===== src/rtl/rf_pkg.sv =====
// rf_pkg: shared definitions for the multi-port register file.
//   - Clear sequencer state encoding.
//   - Default datapath width constants.
package rf_pkg;

  localparam int RF_DATA_W = 32;
  localparam int RF_ADDR_W = 5;

  typedef enum logic [1:0] {
    RF_IDLE  = 2'd0,
    RF_SWEEP = 2'd1,
    RF_DONE  = 2'd2
  } rf_state_e;

  // True when an enabled write port targets the given address.
  function automatic logic rf_hit(input logic en, input logic [31:0] waddr,
                                  input logic [31:0] addr);
    return en && (waddr == addr);
  endfunction

endpackage


===== src/rtl/rf_clear_seq.sv =====
// rf_clear_seq: hardware clear sequencer for register_file_mp.
// On clr_req it walks a counter over every address, strobing clr_we
// with clr_addr = counter for DEPTH cycles. It then raises clr_done for one cycle.
// clr_busy and clr_done are flops loaded from the next state,
// so they are glitch-free and track SWEEP/DONE exactly.
module rf_clear_seq
  import rf_pkg::*;
#(
  parameter int ADDR_W = RF_ADDR_W
) (
  input  logic              clk,
  input  logic              rst_n,
  input  logic              clr_req,
  output logic              clr_busy,
  output logic              clr_done,
  output logic              clr_we,
  output logic [ADDR_W-1:0] clr_addr
);

  localparam int DEPTH = 2 ** ADDR_W;
  localparam logic [ADDR_W-1:0] LAST_ADDR = ADDR_W'(DEPTH - 1);

  rf_state_e         state_reg, state_next;
  logic [ADDR_W-1:0] cnt_reg, cnt_next;
  logic              busy_reg, done_reg;

  // State, counter and registered status flags
  always_ff @(posedge clk or negedge rst_n) begin
    if (!rst_n) begin
      state_reg <= RF_IDLE;
      cnt_reg   <= '0;
      busy_reg  <= 1'b0;
      done_reg  <= 1'b0;
    end else begin
      state_reg <= state_next;
      cnt_reg   <= cnt_next;
      busy_reg  <= (state_next == RF_SWEEP);
      done_reg  <= (state_next == RF_DONE);
    end
  end

  // Next-state, counter update and clear-write strobe
  always_comb begin
    state_next = state_reg;
    cnt_next   = cnt_reg;
    clr_we     = 1'b0;
    clr_addr   = cnt_reg;
    case (state_reg)
      RF_IDLE: begin
        if (clr_req) begin
          state_next = RF_SWEEP;
          cnt_next   = '0;
        end
      end
      RF_SWEEP: begin
        clr_we   = 1'b1;
        // Wraps to 0 on the last address; harmless since SWEEP is left.
        cnt_next = cnt_reg + ADDR_W'(1);
        if (cnt_reg == LAST_ADDR) begin
          state_next = RF_DONE;
        end
      end
      RF_DONE: begin
        state_next = RF_IDLE;
      end
      default: begin
        state_next = RF_IDLE;
      end
    endcase
  end

  assign clr_busy = busy_reg;
  assign clr_done = done_reg;

endmodule


===== src/rtl/register_file_mp.sv =====
// register_file_mp: multi-port register file for the MIPS MCU datapath.
// Features:
//   - Two write ports; port 1 wins on an address collision.
//   - NUM_RD combinational read ports.
//   - Optional hardwired-zero register 0 (ZERO_REG).
//   - Hardware clear sweep driven by rf_clear_seq.
// Optional macro RF_BYPASS_EN:
//   - Same-cycle write-to-read forwarding on every read port.
//   - When undefined, reads show the array contents as they were before the edge.
module register_file_mp
  import rf_pkg::*;
#(
  parameter int DATA_W   = RF_DATA_W,
  parameter int ADDR_W   = RF_ADDR_W,
  parameter int NUM_RD   = 2,
  parameter int ZERO_REG = 1
) (
  input  logic                     clk,
  input  logic                     rst_n,
  input  logic                     we0,
  input  logic [ADDR_W-1:0]        waddr0,
  input  logic [DATA_W-1:0]        wdata0,
  input  logic                     we1,
  input  logic [ADDR_W-1:0]        waddr1,
  input  logic [DATA_W-1:0]        wdata1,
  input  logic [NUM_RD*ADDR_W-1:0] raddr,
  output logic [NUM_RD*DATA_W-1:0] rdata,
  input  logic                     clr_req,
  output logic                     clr_busy,
  output logic                     clr_done
);

  localparam int DEPTH = 2 ** ADDR_W;

  logic              clr_we;
  logic [ADDR_W-1:0] clr_addr;
  logic              wr_block;
  logic [DATA_W-1:0] reg_view [DEPTH];

  rf_clear_seq #(
    .ADDR_W(ADDR_W)
  ) u_clear_seq (
    .clk      (clk),
    .rst_n    (rst_n),
    .clr_req  (clr_req),
    .clr_busy (clr_busy),
    .clr_done (clr_done),
    .clr_we   (clr_we),
    .clr_addr (clr_addr)
  );

  // Functional writes are suppressed for the whole sweep and its DONE cycle.
  assign wr_block = clr_busy | clr_done;

  genvar gi;

  // Storage: one register per address.
  // Each register has its own clear/priority write selection.
  generate
    for (gi = 0; gi < DEPTH; gi++) begin : g_reg
      logic [DATA_W-1:0] q_reg, q_next;

      // Select sweep clear, port 1, port 0 or hold for this register
      always_comb begin
        q_next = q_reg;
        if (clr_we && (clr_addr == ADDR_W'(gi))) begin
          q_next = '0;
        end else if (!wr_block) begin
          if (we1 && (waddr1 == ADDR_W'(gi))) begin
            q_next = wdata1;
          end else if (we0 && (waddr0 == ADDR_W'(gi))) begin
            q_next = wdata0;
          end
        end
        if ((ZERO_REG != 0) && (gi == 0)) begin
          q_next = '0;
        end
      end

      // Register storage with asynchronous clear
      always_ff @(posedge clk or negedge rst_n) begin
        if (!rst_n) begin
          q_reg <= '0;
        end else begin
          q_reg <= q_next;
        end
      end

      assign reg_view[gi] = q_reg;
    end
  endgenerate

  // Read ports: independent combinational muxes.
  // Each port has optional forwarding and zero-register masking.
  generate
    for (gi = 0; gi < NUM_RD; gi++) begin : g_rd
      logic [ADDR_W-1:0] ra;
      logic [DATA_W-1:0] rd_word;

      assign ra = raddr[gi*ADDR_W +: ADDR_W];

      // Array lookup, then forwarding, then zero-register override
      always_comb begin
        rd_word = reg_view[ra];
`ifdef RF_BYPASS_EN
        if (!wr_block) begin
          if (rf_hit(we1, 32'(waddr1), 32'(ra))) begin
            rd_word = wdata1;
          end else if (rf_hit(we0, 32'(waddr0), 32'(ra))) begin
            rd_word = wdata0;
          end
        end
`endif
        if ((ZERO_REG != 0) && (ra == '0)) begin
          rd_word = '0;
        end
      end

      assign rdata[gi*DATA_W +: DATA_W] = rd_word;
    end
  endgenerate

endmodule


===== config.mk =====
export PLATFORM = sky130hd
export DESIGN_NAME = register_file_mp
export DESIGN_NICKNAME = d
export VERILOG_FILES = /design/src/rtl/rf_pkg.sv /design/src/rtl/rf_clear_seq.sv /design/src/rtl/register_file_mp.sv
export SDC_FILE = /design/constraint.sdc
export NUM_CORES = 2
export LEC_CHECK = 0
export BUFFER_PORTS_ARGS = -buffer_cell sky130_fd_sc_hd__buf_2
export CAP_MARGIN = 10
export CORE_UTILIZATION = 40
export CTS_CLUSTER_DIAMETER = 120
export DETAILED_ROUTE_END_ITERATION = 7
export GPL_ROUTABILITY_DRIVEN = 0
export PLACE_DENSITY = 0.51
export SLEW_MARGIN = 20
export SYNTH_ARGS = -nofsm -noshare
export SYNTH_HDL_FRONTEND = slang
export SYNTH_HIERARCHICAL = 1
export SYNTH_SLANG_ARGS = --single-unit

===== constraint.sdc =====
create_clock -name clk -period 2.6 [get_ports clk]
set_clock_uncertainty 0.05 [all_clocks]
set_input_delay 0.26 -clock clk [delete_from_list [all_inputs] [get_ports clk]]
set_output_delay 0.26 -clock clk [all_outputs]
set_load 0.02 [all_outputs]

==> metrics.csv <==
stage,metric,value,unit
timing,rsz0062_at_grt,true,
clocking,htree_levels,3,
synth,syn_area,70000,µm²
detailed_routing,drt_iter0_markers,8492,
placement,hpwlAfterDp,219,mm
timing,fin_crit,3050,ps
timing,worst_slew_pin_slew,1160,ps
synth,seq_area_frac_synth,0.358,
finish,largest_reg_flops,992,
finish,final_cells,9771,
hold_path,min_path_type,in2reg,
global_route,gr-total-overflow,0,
finish,final_area,84900,µm²
global_route,grt_busiest_layer,met2,
setup_path,reg2reg_depth,7,
setup_path,rr_endpoint,g_reg[27].q_reg[21]$_DFFE_PN0P_,
floorplanning,start_util,0.403,
setup_path,slowest_stage,nor4_4,
timing,fin_ws,-452,ps
hold_path,hold_path_end,g_reg[6].q_reg[17]$_DFFE_PN0P_,
clocking,cts.sinks,1001,
clocking,clock_latency,760,ps
setup_path,cp_cell_sequence,mux2i_1 > o22ai_1 > nor3_1 > buf_4 > nor4_4 > buf_4,
floorplanning,fp.dieH,420,µm
synth,ys_ff_latch,1001,
finish,area_growth,21.3,%
run_status,violations,negative setup slack,
synth,synth_edf_count,0,
clocking,cts_tree,built,
detailed_routing,via_count,68100,
power,total_power,0.0752,W
global_route,grt_use_met3,0.112,
setup_path,cpMostUsedCell,buf_4,
setup_path,worst_setup_path_start_kind,flip-flop,
synth,yosysTopAreaCellShare,0.358,
global_route,grt.total_usage,0.378,
clocking,cts_root_buffer,clkbuf_16,
power,power_leakage,33.3,nW
global_route,antenna_found_initial,19,
floorplanning,dieArea,177000,µm²
global_route,grt_first_pass_wirelength,489,mm
setup_path,cp_max_fo,3,
hold_path,min_from,wdata0[17],
timing,min_period_over_period,1.17,
detailed_routing,drt_first_pass_iters,7,
hold_path,hold_depth,3,
synth,syn_area_per_cell,9.56,µm²
clocking,clock_path_buffers,3,
timing,maxSlewHeadroom,0.222,
finish,fillers,16000,
timing,hold_viol,0,
power,ir_worst_vdd,0.626,mV
global_route,grt_max_degree,100,
setup_path,r2r_slack,130,ps
detailed_routing,remaining_drc_errors,0,
finish,fin_nets,7423,
synth,ys_types,59,
placement,dp.cells,9517,
synth,ys_top_cells_by_area,"dfrtp_1 36%, mux2i_1 15%, mux2_2 9.3%, a21oi_1 7.4%, a211oi_1 5.5%",
timing,finalMaxSlewViolations,0,
run_status,status,finished with violations,
floorplanning,die_w,420,µm
setup_path,crit_path_end_kind,output pin,
placement,io_buffers,154,
setup_path,critical-path-max-stage-delay,700,ps
synth,synth_top_flop_cell,dfrtp_1,
global_route,grt_util_met2,0.562,
global_route,grt_use_met1,0.482,
setup_path,worstReg2RegStart,u_clear_seq/state_reg[1]$_DFF_PN0_,
floorplanning,core.rowCount,153,
setup_path,cp.arrival,2740,ps
clocking,clk_pin_slew_worst_paths,70,ps
synth,synth_nets,7411,
setup_path,crit_type,reg2out,
timing,finalHoldWorstSlack,51.6,ps
synth,synth_cells,7320,
finish,layout-drive-gt1-share,0.294,
timing,setup_violations,64,
detailed_routing,viasPerCell,6.97,
synth,synth_area_leader_cell,dfrtp_1,
placement,placed_cell_area,78700,µm²
timing,max_freq,328,MHz
setup_path,worstPathRequired,2290,ps
synth,ys_warn_count,6,
synth,ys_async_sr_fraction,1.00,
clocking,cts_inserted_buffers,118,
flow_run,drv_cap,0,
floorplanning,ios,155,
global_route,grt_pass1_vias,66800,
power,power.density,886,nW/µm²
floorplanning,core_area,174000,µm²
detailed_routing,antenna_violating_nets_post_route,0,
detailed_routing,routed_wirelength,342,mm
detailed_routing,avgRoutedWirePerCell,35.0,µm
[layer usage]
metal	vias up	wire, µm
li1	27800	-
met1	34500	132000
met2	4547	148000
met3	1161	38900
met4	6	23200
met5	-	146
[metrics by stage]
stage	setup slack (ps)	TNS, ps	util
detailed placement	-620	-10220	0.453
CTS	-317	-10420	0.487
global placement	-608	-9870	0.453
floorplan	128	0	-
finish	-452	-11050	0.488
global route	-386	-11190	0.488
[power by group]
part	internal, W	switching (W)
combinational	0.0140	0.0150
clock	0.0104	0.00760
sequential	0.0223	0.00604
[synthesized netlist by cell type, types with 2 or more instances]
library cell and n:
a221oi_1 31, and2_1 15, and4b_1 3, ha_1 2
or4b_1 2, nor2_4 3, nand2_1 12, a211oi_1 511
nand2b_1 14, o22ai_1 315, nand3_1 547, a22oi_1 64
clkbuf_1 757, and2_0 2, buf_6 4, mux2_2 577
o22ai_2 3, nor2_2 10, nor2b_1 39, a22o_1 3
mux2_4 30, o21ai_0 544, mux4_2 128, nor4_1 32
buf_2 209, nand3b_1 2, or3_1 31, or2_2 6
a21oi_1 1040, nand4_1 3, buf_1 33, dfrtp_1 1001
buf_4 21, nand4b_1 8, nor4bb_1 3, a221o_1 32
nand4bb_1 8, mux2i_1 1027, nor2_1 37, mux2_1 65
nor3_1 128
[what timing repair did]
item,CTS,global route
setup buffers,27,6
pin swaps,105,25
hold endpoints to repair,480,0
hold buffers,12,0
gates resized for setup,314,56
setup endpoints to repair,64,64
[placed cells by master, fill, tap and decap left out, types with 38 or more instances in the layout]
master / netlist / final
a21oi_1: 1040 / 1010
nor3_1: 128 / 106
dfrtp_1: 1001 / 999
nor2_4: 3 / 45
nand3_1: 547 / 547
mux2_1: 65 / 65
a211oi_2: 0 / 38
buf_2: 209 / 92
buf_12: 0 / 222
mux2i_1: 1027 / 1024
a211oi_1: 511 / 451
buf_4: 21 / 557
mux2_4: 30 / 43
clkbuf_8: 0 / 38
clkbuf_16: 0 / 120
mux2_2: 577 / 564
o21ai_0: 544 / 544
mux4_2: 128 / 128
o22ai_1: 315 / 292
[critical path, delay by kind of cell (launching register included)]
kind                   cells  cell delay [ps]
and+or+nand+nor            2              800
AOI/OAI and AO/OA          1              250
buffers and inverters      2              440
DFF                        1              380
muxes                      1               80
[cell type report]
type                            instances  area, µm²  share of cell area
Timing Repair Buffer                  916       9590               0.113
Clock buffer                          171       3570              0.0421
Inverter                                2       7.51           0.0000884
Tap cell                             2325       2910              0.0343
Multi-Input combinational cell       5293      43200               0.508
Antenna cell                           16       40.0            0.000472
Sequential cell                      1001      25100               0.295
Clock inverter                         47        547             0.00644
[logic make-up after synthesis]
family          Yosys count  synth area share
compound gates         2548             0.213
mux                    1827             0.298
buf+inv                1026            0.0603
fa+ha+maj                 2          0.000358
simple gates            916            0.0702
flops                  1001             0.358
[worst max path at each step]
stage	start	end	slack (ps)	depth (start not counted)
floorplan	raddr[6]	rdata[53]	130	9
global placement	raddr[7]	rdata[55]	-610	8
detailed placement	raddr[7]	rdata[55]	-620	8
CTS	g_reg[14].q_reg[23]$_DFFE_PN0P_	rdata[55]	-320	5
global route	g_reg[17].q_reg[27]$_DFFE_PN0P_	rdata[59]	-390	6
finish	g_reg[17].q_reg[27]$_DFFE_PN0P_	rdata[59]	-450	6
No activity file was read; power rests on OpenSTA's default activity.
